`config.mk`:
```
export PLATFORM = sky130hd
export DESIGN_NAME = spi_reg_bank_flat
export DESIGN_NICKNAME = d
export VERILOG_FILES = /design/src/rtl/spi_reg_bank_if.sv /design/src/rtl/spi_reg_bank.sv /design/src/flat_wrapper.sv
export SDC_FILE = /design/constraint.sdc
export NUM_CORES = 1
export LEC_CHECK = 0
export BUFFER_PORTS_ARGS = -buffer_cell sky130_fd_sc_hd__buf_2
export CAP_MARGIN = 15
export CELL_PAD_IN_SITES_DETAIL_PLACEMENT = 0
export CELL_PAD_IN_SITES_GLOBAL_PLACEMENT = 1
export CORE_ASPECT_RATIO = 0.7
export CORE_UTILIZATION = 44
export CTS_CLUSTER_DIAMETER = 200
export DETAILED_ROUTE_END_ITERATION = 8
export PLACE_DENSITY = 0.77
export SLEW_MARGIN = 20
export SYNTH_ARGS = -nofsm -noshare
export SYNTH_HDL_FRONTEND = slang
export SYNTH_SLANG_ARGS = --single-unit
export TNS_END_PERCENT = 100
```
`constraint.sdc`:
```
create_clock -name spi_clk -period 3.4 [get_ports spi_clk]
set_input_delay 0.68 -clock spi_clk [delete_from_list [all_inputs] [get_ports spi_clk]]
set_output_delay 0.68 -clock spi_clk [all_outputs]
set_load 0.01 [all_outputs]
```
`src/rtl/spi_reg_bank_if.sv`:
```
// SPI pin bundle between the bus master and the register bank.
//   cs        chip select, active-high
//   pico_spi  serial data from master, MSB first
//   poci_spi  registered serial read data back to master
interface spi_reg_bank_if;
  logic cs;
  logic pico_spi;
  logic poci_spi;

  modport master (output cs, output pico_spi, input poci_spi);
  modport slave  (input cs, input pico_spi, output poci_spi);
endinterface

```
`src/rtl/spi_reg_bank.sv`:
```
// SPI-slave configuration register bank.
// Deserialises a (R/W, address) header followed by data words and stores
// NUM_REGS registers of DATA_WIDTH bits at addresses 1..NUM_REGS.
// Supports burst auto-increment, read-only and self-clearing register masks,
// per-register write strobes and a sticky framing-error flag.
//   spi_clk    sole clock, rising edge
//   rst        synchronous active-high reset
//   bus        SPI pins (cs, pico_spi in; poci_spi out)
//   reg_out    packed register contents, register i at [i*DATA_WIDTH +: DATA_WIDTH]
//   wr_strobe  one-cycle pulse per register after a committed write
//   frame_err  sticky, set when cs drops mid-word
module spi_reg_bank #(
  parameter int NUM_REGS   = 11,
  parameter int DATA_WIDTH = 8,
  parameter int ADDR_WIDTH = 7,
  parameter logic [NUM_REGS*DATA_WIDTH-1:0] RST_VALS = '0,
  parameter logic [NUM_REGS-1:0] RO_MASK    = '0,
  parameter logic [NUM_REGS-1:0] PULSE_MASK = NUM_REGS'('b100),
  parameter bit AUTO_INC = 1'b1
) (
  input  logic                           spi_clk,
  input  logic                           rst,
  spi_reg_bank_if.slave                  bus,
  output logic [NUM_REGS*DATA_WIDTH-1:0] reg_out,
  output logic [NUM_REGS-1:0]            wr_strobe,
  output logic                           frame_err
);

  localparam int CNT_MAX = (ADDR_WIDTH > DATA_WIDTH) ? ADDR_WIDTH : DATA_WIDTH;
  localparam int CNT_W   = $clog2(CNT_MAX + 1);

  typedef enum logic [1:0] {IDLE, HEADER, DATA} state_t;

  state_t                  state, state_nxt;
  logic [CNT_W-1:0]        cnt;
  logic                    rw;
  logic [ADDR_WIDTH-1:0]   addr;
  logic [DATA_WIDTH-2:0]   data_sr;
  logic [DATA_WIDTH-1:0]   shadow;
  logic [DATA_WIDTH-1:0]   regs [NUM_REGS];

  logic                    hdr_done, word_done;
  logic [ADDR_WIDTH-1:0]   hdr_addr, addr_inc, rd_addr;
  logic [DATA_WIDTH-1:0]   word_nxt, rd_word;
  logic [NUM_REGS-1:0]     commit;

  // Out-of-range addresses (including 0) read as zero.
  function automatic logic [DATA_WIDTH-1:0] read_reg(input logic [ADDR_WIDTH-1:0] a);
    read_reg = '0;
    for (int i = 0; i < NUM_REGS; i++)
      if (a == ADDR_WIDTH'(i + 1)) read_reg = regs[i];
  endfunction

  // One-hot write select; read-only and out-of-range targets select nothing.
  function automatic logic [NUM_REGS-1:0] write_sel(input logic [ADDR_WIDTH-1:0] a);
    write_sel = '0;
    for (int i = 0; i < NUM_REGS; i++)
      if (a == ADDR_WIDTH'(i + 1) && !RO_MASK[i]) write_sel[i] = 1'b1;
  endfunction

  always_comb begin
    hdr_done  = (state == HEADER) && bus.cs && (cnt == CNT_W'(ADDR_WIDTH));
    word_done = (state == DATA) && bus.cs && (cnt == CNT_W'(DATA_WIDTH - 1));
    hdr_addr  = {addr[ADDR_WIDTH-2:0], bus.pico_spi};
    word_nxt  = {data_sr, bus.pico_spi};
    addr_inc  = AUTO_INC ? addr + ADDR_WIDTH'(1) : addr;
    // Shadow reloads from the address that becomes current after this edge.
    rd_addr   = hdr_done ? hdr_addr : addr_inc;
    rd_word   = read_reg(rd_addr);
    commit    = (word_done && rw) ? write_sel(addr) : '0;
  end

  always_comb begin
    state_nxt = state;
    if (!bus.cs) begin
      state_nxt = IDLE;
    end else begin
      case (state)
        IDLE:    state_nxt = HEADER;
        HEADER:  if (cnt == CNT_W'(ADDR_WIDTH)) state_nxt = DATA;
        DATA:    state_nxt = DATA;
        default: state_nxt = IDLE;
      endcase
    end
  end

  always_ff @(posedge spi_clk) begin
    if (rst) state <= IDLE;
    else     state <= state_nxt;
  end

  always_ff @(posedge spi_clk) begin
    if (rst) begin
      for (int i = 0; i < NUM_REGS; i++) regs[i] <= RST_VALS[i*DATA_WIDTH +: DATA_WIDTH];
      cnt          <= '0;
      bus.poci_spi <= 1'b0;
      wr_strobe    <= '0;
      frame_err    <= 1'b0;
    end else begin
      wr_strobe <= commit;
      if (!bus.cs) begin
        cnt          <= '0;
        bus.poci_spi <= 1'b0;
        if (state != IDLE) begin
          // Partial header or partial word counts as a framing error.
          if (cnt != '0) frame_err <= 1'b1;
          for (int i = 0; i < NUM_REGS; i++)
            if (PULSE_MASK[i]) regs[i] <= RST_VALS[i*DATA_WIDTH +: DATA_WIDTH];
        end
      end else begin
        case (state)
          IDLE: begin
            // This edge samples the R/W bit.
            rw           <= bus.pico_spi;
            addr         <= '0;
            cnt          <= CNT_W'(1);
            frame_err    <= 1'b0;
            bus.poci_spi <= 1'b0;
          end
          HEADER: begin
            addr <= hdr_addr;
            if (hdr_done) begin
              cnt          <= '0;
              bus.poci_spi <= rd_word[DATA_WIDTH-1];
              shadow       <= {rd_word[DATA_WIDTH-2:0], 1'b0};
            end else begin
              cnt          <= cnt + CNT_W'(1);
              bus.poci_spi <= 1'b0;
            end
          end
          DATA: begin
            data_sr <= word_nxt[DATA_WIDTH-2:0];
            if (word_done) begin
              cnt  <= '0;
              addr <= addr_inc;
              for (int i = 0; i < NUM_REGS; i++)
                if (commit[i]) regs[i] <= word_nxt;
              bus.poci_spi <= rd_word[DATA_WIDTH-1];
              shadow       <= {rd_word[DATA_WIDTH-2:0], 1'b0};
            end else begin
              cnt          <= cnt + CNT_W'(1);
              bus.poci_spi <= shadow[DATA_WIDTH-1];
              shadow       <= {shadow[DATA_WIDTH-2:0], 1'b0};
            end
          end
          default: bus.poci_spi <= 1'b0;
        endcase
      end
    end
  end

  always_comb begin
    reg_out = '0;
    for (int i = 0; i < NUM_REGS; i++) reg_out[i*DATA_WIDTH +: DATA_WIDTH] = regs[i];
  end

endmodule

```
`src/flat_wrapper.sv`:
```
// flat-port wrapper written by rule: the top's interface ports become plain ports
module spi_reg_bank_flat 
#(
  parameter int NUM_REGS   = 11,
  parameter int DATA_WIDTH = 8,
  parameter int ADDR_WIDTH = 7,
  parameter logic [NUM_REGS*DATA_WIDTH-1:0] RST_VALS = '0,
  parameter logic [NUM_REGS-1:0] RO_MASK    = '0,
  parameter logic [NUM_REGS-1:0] PULSE_MASK = NUM_REGS'('b100),
  parameter bit AUTO_INC = 1'b1
)
  (spi_clk, rst, reg_out, wr_strobe, frame_err, bus_cs, bus_pico_spi, bus_poci_spi);
  spi_reg_bank_if bus_i ();
  input  logic spi_clk;
  input  logic rst;
  output logic [NUM_REGS*DATA_WIDTH-1:0] reg_out;
  output logic [NUM_REGS-1:0] wr_strobe;
  output logic frame_err;
  input wire logic [$bits(bus_i.cs)-1:0] bus_cs;
  input wire logic [$bits(bus_i.pico_spi)-1:0] bus_pico_spi;
  output wire logic [$bits(bus_i.poci_spi)-1:0] bus_poci_spi;
  assign bus_i.cs = bus_cs;
  assign bus_i.pico_spi = bus_pico_spi;
  assign bus_poci_spi = bus_i.poci_spi;
  spi_reg_bank #(.NUM_REGS(NUM_REGS), .DATA_WIDTH(DATA_WIDTH), .ADDR_WIDTH(ADDR_WIDTH), .RST_VALS(RST_VALS), .RO_MASK(RO_MASK), .PULSE_MASK(PULSE_MASK), .AUTO_INC(AUTO_INC)) u_core (.spi_clk(spi_clk), .rst(rst), .bus(bus_i), .reg_out(reg_out), .wr_strobe(wr_strobe), .frame_err(frame_err));
endmodule
```
==> flow_summary.ini, run 1 <==
[clocking]
cts_tree = yes
numCtsBuffers = 17
cts.sinks = 129
root_buffer = clkbuf_16
htree_levels = 4
cts_setup_buffers = 0
path_clk_slew_ns = 0.06
clkLatencyLatePin_ns = 0.42
cts_buffer_depth = 2

[logic_synthesis]
syn_area_per_cell_um2 = 10.8
postSynthCellCount = 580
synth_top_area_cell = edfxtp_1
netlist_area_um2 = 6260
synth_most_common_cell = edfxtp_1
synthDistinctLibCells = 74
yosysTopAreaCellShare_pct = 52.7
yosysSeqAreaShare_pct = 58.8
yosys_most_used_dff = edfxtp_1
synth_commonest_cells = 110 x edfxtp_1, 101 x nor2_1, 55 x nand2_1
yosys_warnings = 0
async_flop_share_pct = 0
synth_edf_count = 110
synth_area_leaders = edfxtp_1 53%, dfxtp_1 6.1%, nor2_1 6.1%
synth.ff_latch_count = 129
syn_nets = 595

[worst_setup_path]
crit_path_start_kind = flop
crit_start = u_core.addr[1]
path_class = reg -> reg
arrival_ns = 3.38
regToRegEndpoint = u_core.shadow[1]
rr_startpoint = u_core.addr[1]
reg2reg_slack_ns = 0.18
cp_max_fo = 14
worstPathRequired_ns = 3.56
reg2reg_depth = 7
setup.worst_path.end_class = flop

[power]
ir_drop_v = 0.000376
seqPwrFrac_pct = 44.7
switching_share_pct = 25.0
powerDensity_nw_per_um2 = 526
static-leakage-power_nw = 3.03
p_comb_share_pct = 7.5
clkPwrFrac_pct = 47.8
internal_power_w = 0.00304
switching_power_w = 0.00101
power.total_w = 0.00405

[sta]
drv_slew = 0
finClkSkew_ns = 0.00711
finalSetupTns_ns = 0
rsz0062_at_grt = false
max_slew.worst_pin.slew_ns = 0.773
relSlewSlack_pct = 48.5
period_needed_ns = 3.22
final.period_utilization_pct = 94.8
hold_viol_final = 0
setup_viol = 0
max_freq_ghz = 0.310
hold_ws_ns = 0.473

[placement]
gp_congestion = 1.01
port-buffer-count = 104
dpl-instance-area_um2 = 7080
dp_hpwl_mm = 15.2

[route]
post_drt_wl_per_cell_um = 22.9
vias_per_cell = 5.98
detail-route-antenna-nets = 0
via_count = 5411
firstDrtPassIters = 6
wl_mm = 20.7
drc = 0
drt_iter0_drc = 829

[floorplan]
io_pins = 105
dieArea_um2 = 14700
die_x_um = 145
dieHeight_um = 102
initial_utilization_pct = 45.0
rows = 36
core-area_um2 = 13900

[global_routing]
grt_usage_pct = 29.3
grt_use_met2_pct = 38.8
grt-ovfl-total = 0
antenna_found_initial = 1
grtUsageMet1_pct = 45.4
grt_pass1_wl_mm = 30.1
grt_use_met3_pct = 9.37
grt_pass1_vias = 4886
grt_max_degree = 20
top_usage_layer = met1

[outcome]
status = complete, no violations

[cells_and_area]
syn_to_final_growth_pct = 23.0
finalNetCount = 717
fillCellCount = 1207
antennaDiodeCount = 0
fin_area_um2 = 7700
drive_gt1_share_pct = 26.2

[flow_run]
maxCapViolations = 0

[hold_path]
min_to = u_core.data_sr[6]
holdPathStages = 0
min_from = u_core.data_sr[5]
hold_path.class = reg -> reg
==> metal layers <==
layer | wire length [um] | part of all wire (%)
met2 | 8540 | 41
met3 | 2600 | 13
met1 | 9350 | 45
met5 | 0 | 0
met4 | 258 | 1.2
==> worst max-delay path, cell delays in order, from the launching register on <==
cell	delay [ns]
edfxtp_1	0.57
inv_1	0.21
ha_1	0.43
a21o_4	0.25
a21oi_2	0.63
and2_1	0.36
mux2i_1	0.34
a31oi_1	0.16
==> repair_timing <==
action / in CTS / in global routing
hold buffers: 0 / 0
gates resized for setup: 0 / 2
setup endpoints to repair: 0 / 5
==> cells in the final DEF (no fill, tap or decap), drive strengths merged, types with 4 or more instances in the layout <==
master,n
a211oi,5
a21boi,7
a21o,4
a21oi,24
a221oi,5
a222oi,7
a22oi,11
a31oi,4
and2,14
and3,6
buf,133
clkbuf,17
clkinv,4
dfxtp,19
edfxtp,110
ha,11
inv,26
nand2,60
nand3,21
nor2,102
nor2b,6
nor3,10
nor3b,4
o211ai,5
o21ai,30
o22ai,13
==> stage by stage <==
step | util, % | cells | setup slack [ns]
6_report | 55.3 | 905 | 0.177
5_1_grt | 55.3 | 905 | 0.00805
4_1_cts | 55.3 | 905 | 0.0895
3_5_place_dp | 50.8 | 873 | 0.108
3_3_place_gp | 50.8 | 873 | 0.174
2_1_floorplan | - | 580 | 0.836
==> logic make-up (layout without fill, tap and decap cells) <==
group,Yosys count,count (layout),share of synthesized area (%)
AOI/OAI and AO/OA,142,142,16.3
xor gates and xnor gates,1,1,0.140
adders and majority gates,11,11,2.20
buffers and inverters,49,184,3.74
DFF,129,129,58.8
muxes,4,4,0.659
and+or+nand+nor,244,244,18.1
==> area by class of cell <==
type / instances / area [um2] / share of cell area [%]
inverters: 19 / 71.3 / 0.926
well taps: 190 / 238 / 3.09
clock buffers: 17 / 425 / 5.52
multi-input cells: 402 / 2350 / 30.5
repair buffers: 133 / 738 / 9.58
clock inverters: 15 / 199 / 2.58
flip-flops and latches: 129 / 3680 / 47.8
==> state kept, by name, summed over array words and instances, names as in the netlist <==
register and count:
u_core.wr_strobe 11, u_core.state 2, u_core.addr 7, u_core.bus.poci_spi 1
u_core.shadow 7, u_core.rw 1, u_core.cnt 4, u_core.regs 88
u_core.data_sr 7, u_core.frame_err 1
==> power groups by stage <==
stage	clock (W)	sequential (W)	combinational, W
6_report	0.00194	0.00181	0.000305
5_1_grt	0.00202	0.00181	0.000328
2_1_floorplan	0	0.00184	0.000162
3_3_place_gp	0	0.00184	0.000298
4_1_cts	0.00195	0.00181	0.000299
3_5_place_dp	0	0.00184	0.000297
==> worst max-delay path by stage <==
| stage | end | slack [ns] | depth (start not counted) |
|---|---|---|---|
| final | u_core.shadow[1] | 0.18 | 7 |
| after global routing | u_core.bus.poci_spi | 0.008 | 8 |
| after CTS | u_core.shadow[7] | 0.09 | 9 |
| after detailed placement | u_core.shadow[7] | 0.11 | 9 |
| after global placement | u_core.shadow[7] | 0.17 | 9 |
| after floorplan | u_core.shadow[6] | 0.84 | 10 |
Note: power is estimated with default switching activity, not from simulation.
==> run 2, diff against run 1 <==
--- a/config.mk
+++ b/config.mk
@@ -10,10 +10,10 @@
 export CELL_PAD_IN_SITES_DETAIL_PLACEMENT = 0
 export CELL_PAD_IN_SITES_GLOBAL_PLACEMENT = 1
 export CORE_ASPECT_RATIO = 0.7
-export CORE_UTILIZATION = 44
+export CORE_UTILIZATION = 41
 export CTS_CLUSTER_DIAMETER = 200
 export DETAILED_ROUTE_END_ITERATION = 8
-export PLACE_DENSITY = 0.77
+export PLACE_DENSITY = 0.73
 export SLEW_MARGIN = 20
 export SYNTH_ARGS = -nofsm -noshare
 export SYNTH_HDL_FRONTEND = slang
==> flow_summary.ini, run 2 (same netlist as run 1, synthesis figures left out) <==
[worst_setup_path]
regToRegEndpoint = u_core.shadow[7]
reg2reg_depth = 8
crit_chain = ha_1 > nand3b_1 > o211ai_2 > nand2_2 > a222oi_1 > a21boi_1 > a211oi_2 > o211ai_1
path_delay_family = compound AO/OA/AOI/OAI gates
crit_path_start_kind = flop
worstPathRequired_ns = 3.55
reg2reg_slack_ns = 0.19
critPathBufInv = 0
setup.worst_path.end_class = flop
path_class = reg -> reg
rr_startpoint = u_core.cnt[0]
cp_max_fo = 19
arrival_ns = 3.36
max_stage_delay_ns = 0.55
path_depth = 8
cpMaxStageDelayCell = a222oi_1

[route]
wl_mm = 20.9
detail-route-antenna-nets = 0
post_drt_wl_per_cell_um = 23.0
drc = 0
drt_iter0_drc = 468
firstDrtPassIters = 6
via_count = 5340
vias_per_cell = 5.88

[power]
ir_drop_v = 0.000327
powerDensity_nw_per_um2 = 519
static-leakage-power_nw = 3.01

[cells_and_area]
multiInputGateArea_um2 = 2350
reg.largest.list = u_core.regs (88), u_core.wr_strobe (11)
finalNetCount = 716
largest_reg_flops = 88
largest_register = u_core.regs
final_common_cell = edfxtp_1
syn_to_final_growth_pct = 22.6
drive_gt1_share_pct = 25.9
ff_latch_area_um2 = 3680
fin_cells = 908
fillCellCount = 1390
antennaDiodeCount = 0
mostFrequentLayoutCells = 110 x edfxtp_1, 104 x buf_2, 101 x nor2_1

[placement]
gp_congestion = 0.913
dp_hpwl_mm = 15.4
port-buffer-count = 104
dp_cells = 877

[sta]
finClkSkew_ns = 0.00922
finalSetupTns_ns = 0
relSlewSlack_pct = 47.1
final.period_utilization_pct = 94.5
hold_viol_final = 0
max_freq_ghz = 0.311
period_needed_ns = 3.21
drv_slew = 0
setup_viol = 0
rsz0062_at_grt = false
max_slew.worst_pin.slew_ns = 0.793

[clocking]
htree_levels = 4
numCtsBuffers = 17
clkLatencyLatePin_ns = 0.42
cts.sinks = 129
path_clk_slew_ns = 0.06
cts_buffer_depth = 2
cts_tree = yes
root_buffer = clkbuf_16

[flow_run]
maxCapViolations = 0

[floorplan]
dieArea_um2 = 15800
rows = 37
io_pins = 105
die_x_um = 150
dieHeight_um = 105
core-area_um2 = 14800
initial_utilization_pct = 42.3

[global_routing]
antenna_found_initial = 0
grt-ovfl-total = 0
grt_pass1_wl_mm = 30.8
grt_pass1_vias = 5049
grt_max_degree = 20
grt_usage_pct = 27.0

[hold_path]
min_from = u_core.data_sr[2]
min_to = u_core.data_sr[3]
hold_path.class = reg -> reg
holdPathStages = 0

[outcome]
status = complete, no violations
## run 2: changes by cell type in the layout (fill, tap and decap cells not counted), sizes merged
cell      before  now
buf          133  132
bufinv         3    2
clkinv         4    3
clkinvlp       1    2
## run 2: routing by layer
layer	GRT usage [%]	part of all wire (%)	wire length (um)	up-vias
met5	0	0	0	-
met4	10.0	2.3	478	0
met3	5.32	8.5	1770	29
met2	37.1	42	8760	270
met1	41.4	47	9870	2644
li1	-	-	-	2397
## run 2: layout make-up
cell class	instances	area share [%]
clock buffer	17	5.54
clock inverter	14	2.25
inverter	19	0.929
multi-input combinational	402	30.6
sequential	129	48.0
tap	195	3.18
timing repair buffer	132	9.52
## run 2: worst max-delay path by stage
| stage | startpoint | slack (ns) | end |
|---|---|---|---|
| 3_3_place_gp | u_core.state[1] | 0.30 | u_core.bus.poci_spi |
| 6_report | u_core.cnt[0] | 0.19 | u_core.shadow[7] |
| 3_5_place_dp | u_core.state[1] | 0.28 | u_core.bus.poci_spi |
| 2_1_floorplan | u_core.addr[0] | 0.84 | u_core.shadow[6] |
| 4_1_cts | u_core.state[1] | 0.24 | u_core.bus.poci_spi |
| 5_1_grt | u_core.cnt[1] | 0.03 | u_core.shadow[7] |
## run 2: worst reg2reg max path, cell delays in order, from the launching register on
cell and delay, ns:
dfxtp_1 0.39, ha_1 0.23, nand3b_1 0.42, o211ai_2 0.37, nand2_2 0.31, a222oi_1 0.56
a21boi_1 0.16, a211oi_2 0.36, o211ai_1 0.14
## run 2: per-stage QoR
stage	util, %	cell area, um2	power, W	worst slack, ns	hold slack [ns]
CTS	51.8	7670	0.00399	0.243	0.486
global route	51.8	7670	0.00408	0.0300	0.503
finish	51.8	7670	0.00398	0.187	0.487
floorplan	-	6260	0.00200	0.836	0.441
detailed placement	47.8	7070	0.00214	0.279	0.467
global placement	47.8	7070	0.00214	0.297	0.457
## run 2: where the power goes
part	switching [W]	leakage, nW	internal [W]
combinational	0.000206	1.46	0.0000977
clock	0.000767	0.286	0.00110
sequential	0.0000447	1.27	0.00176
## run 2: timing repair
action	CTS	global route
hold buffers	0	0
hold endpoints to repair	0	0
setup buffers	0	0
setup endpoints to repair	0	2
resized for setup	0	1
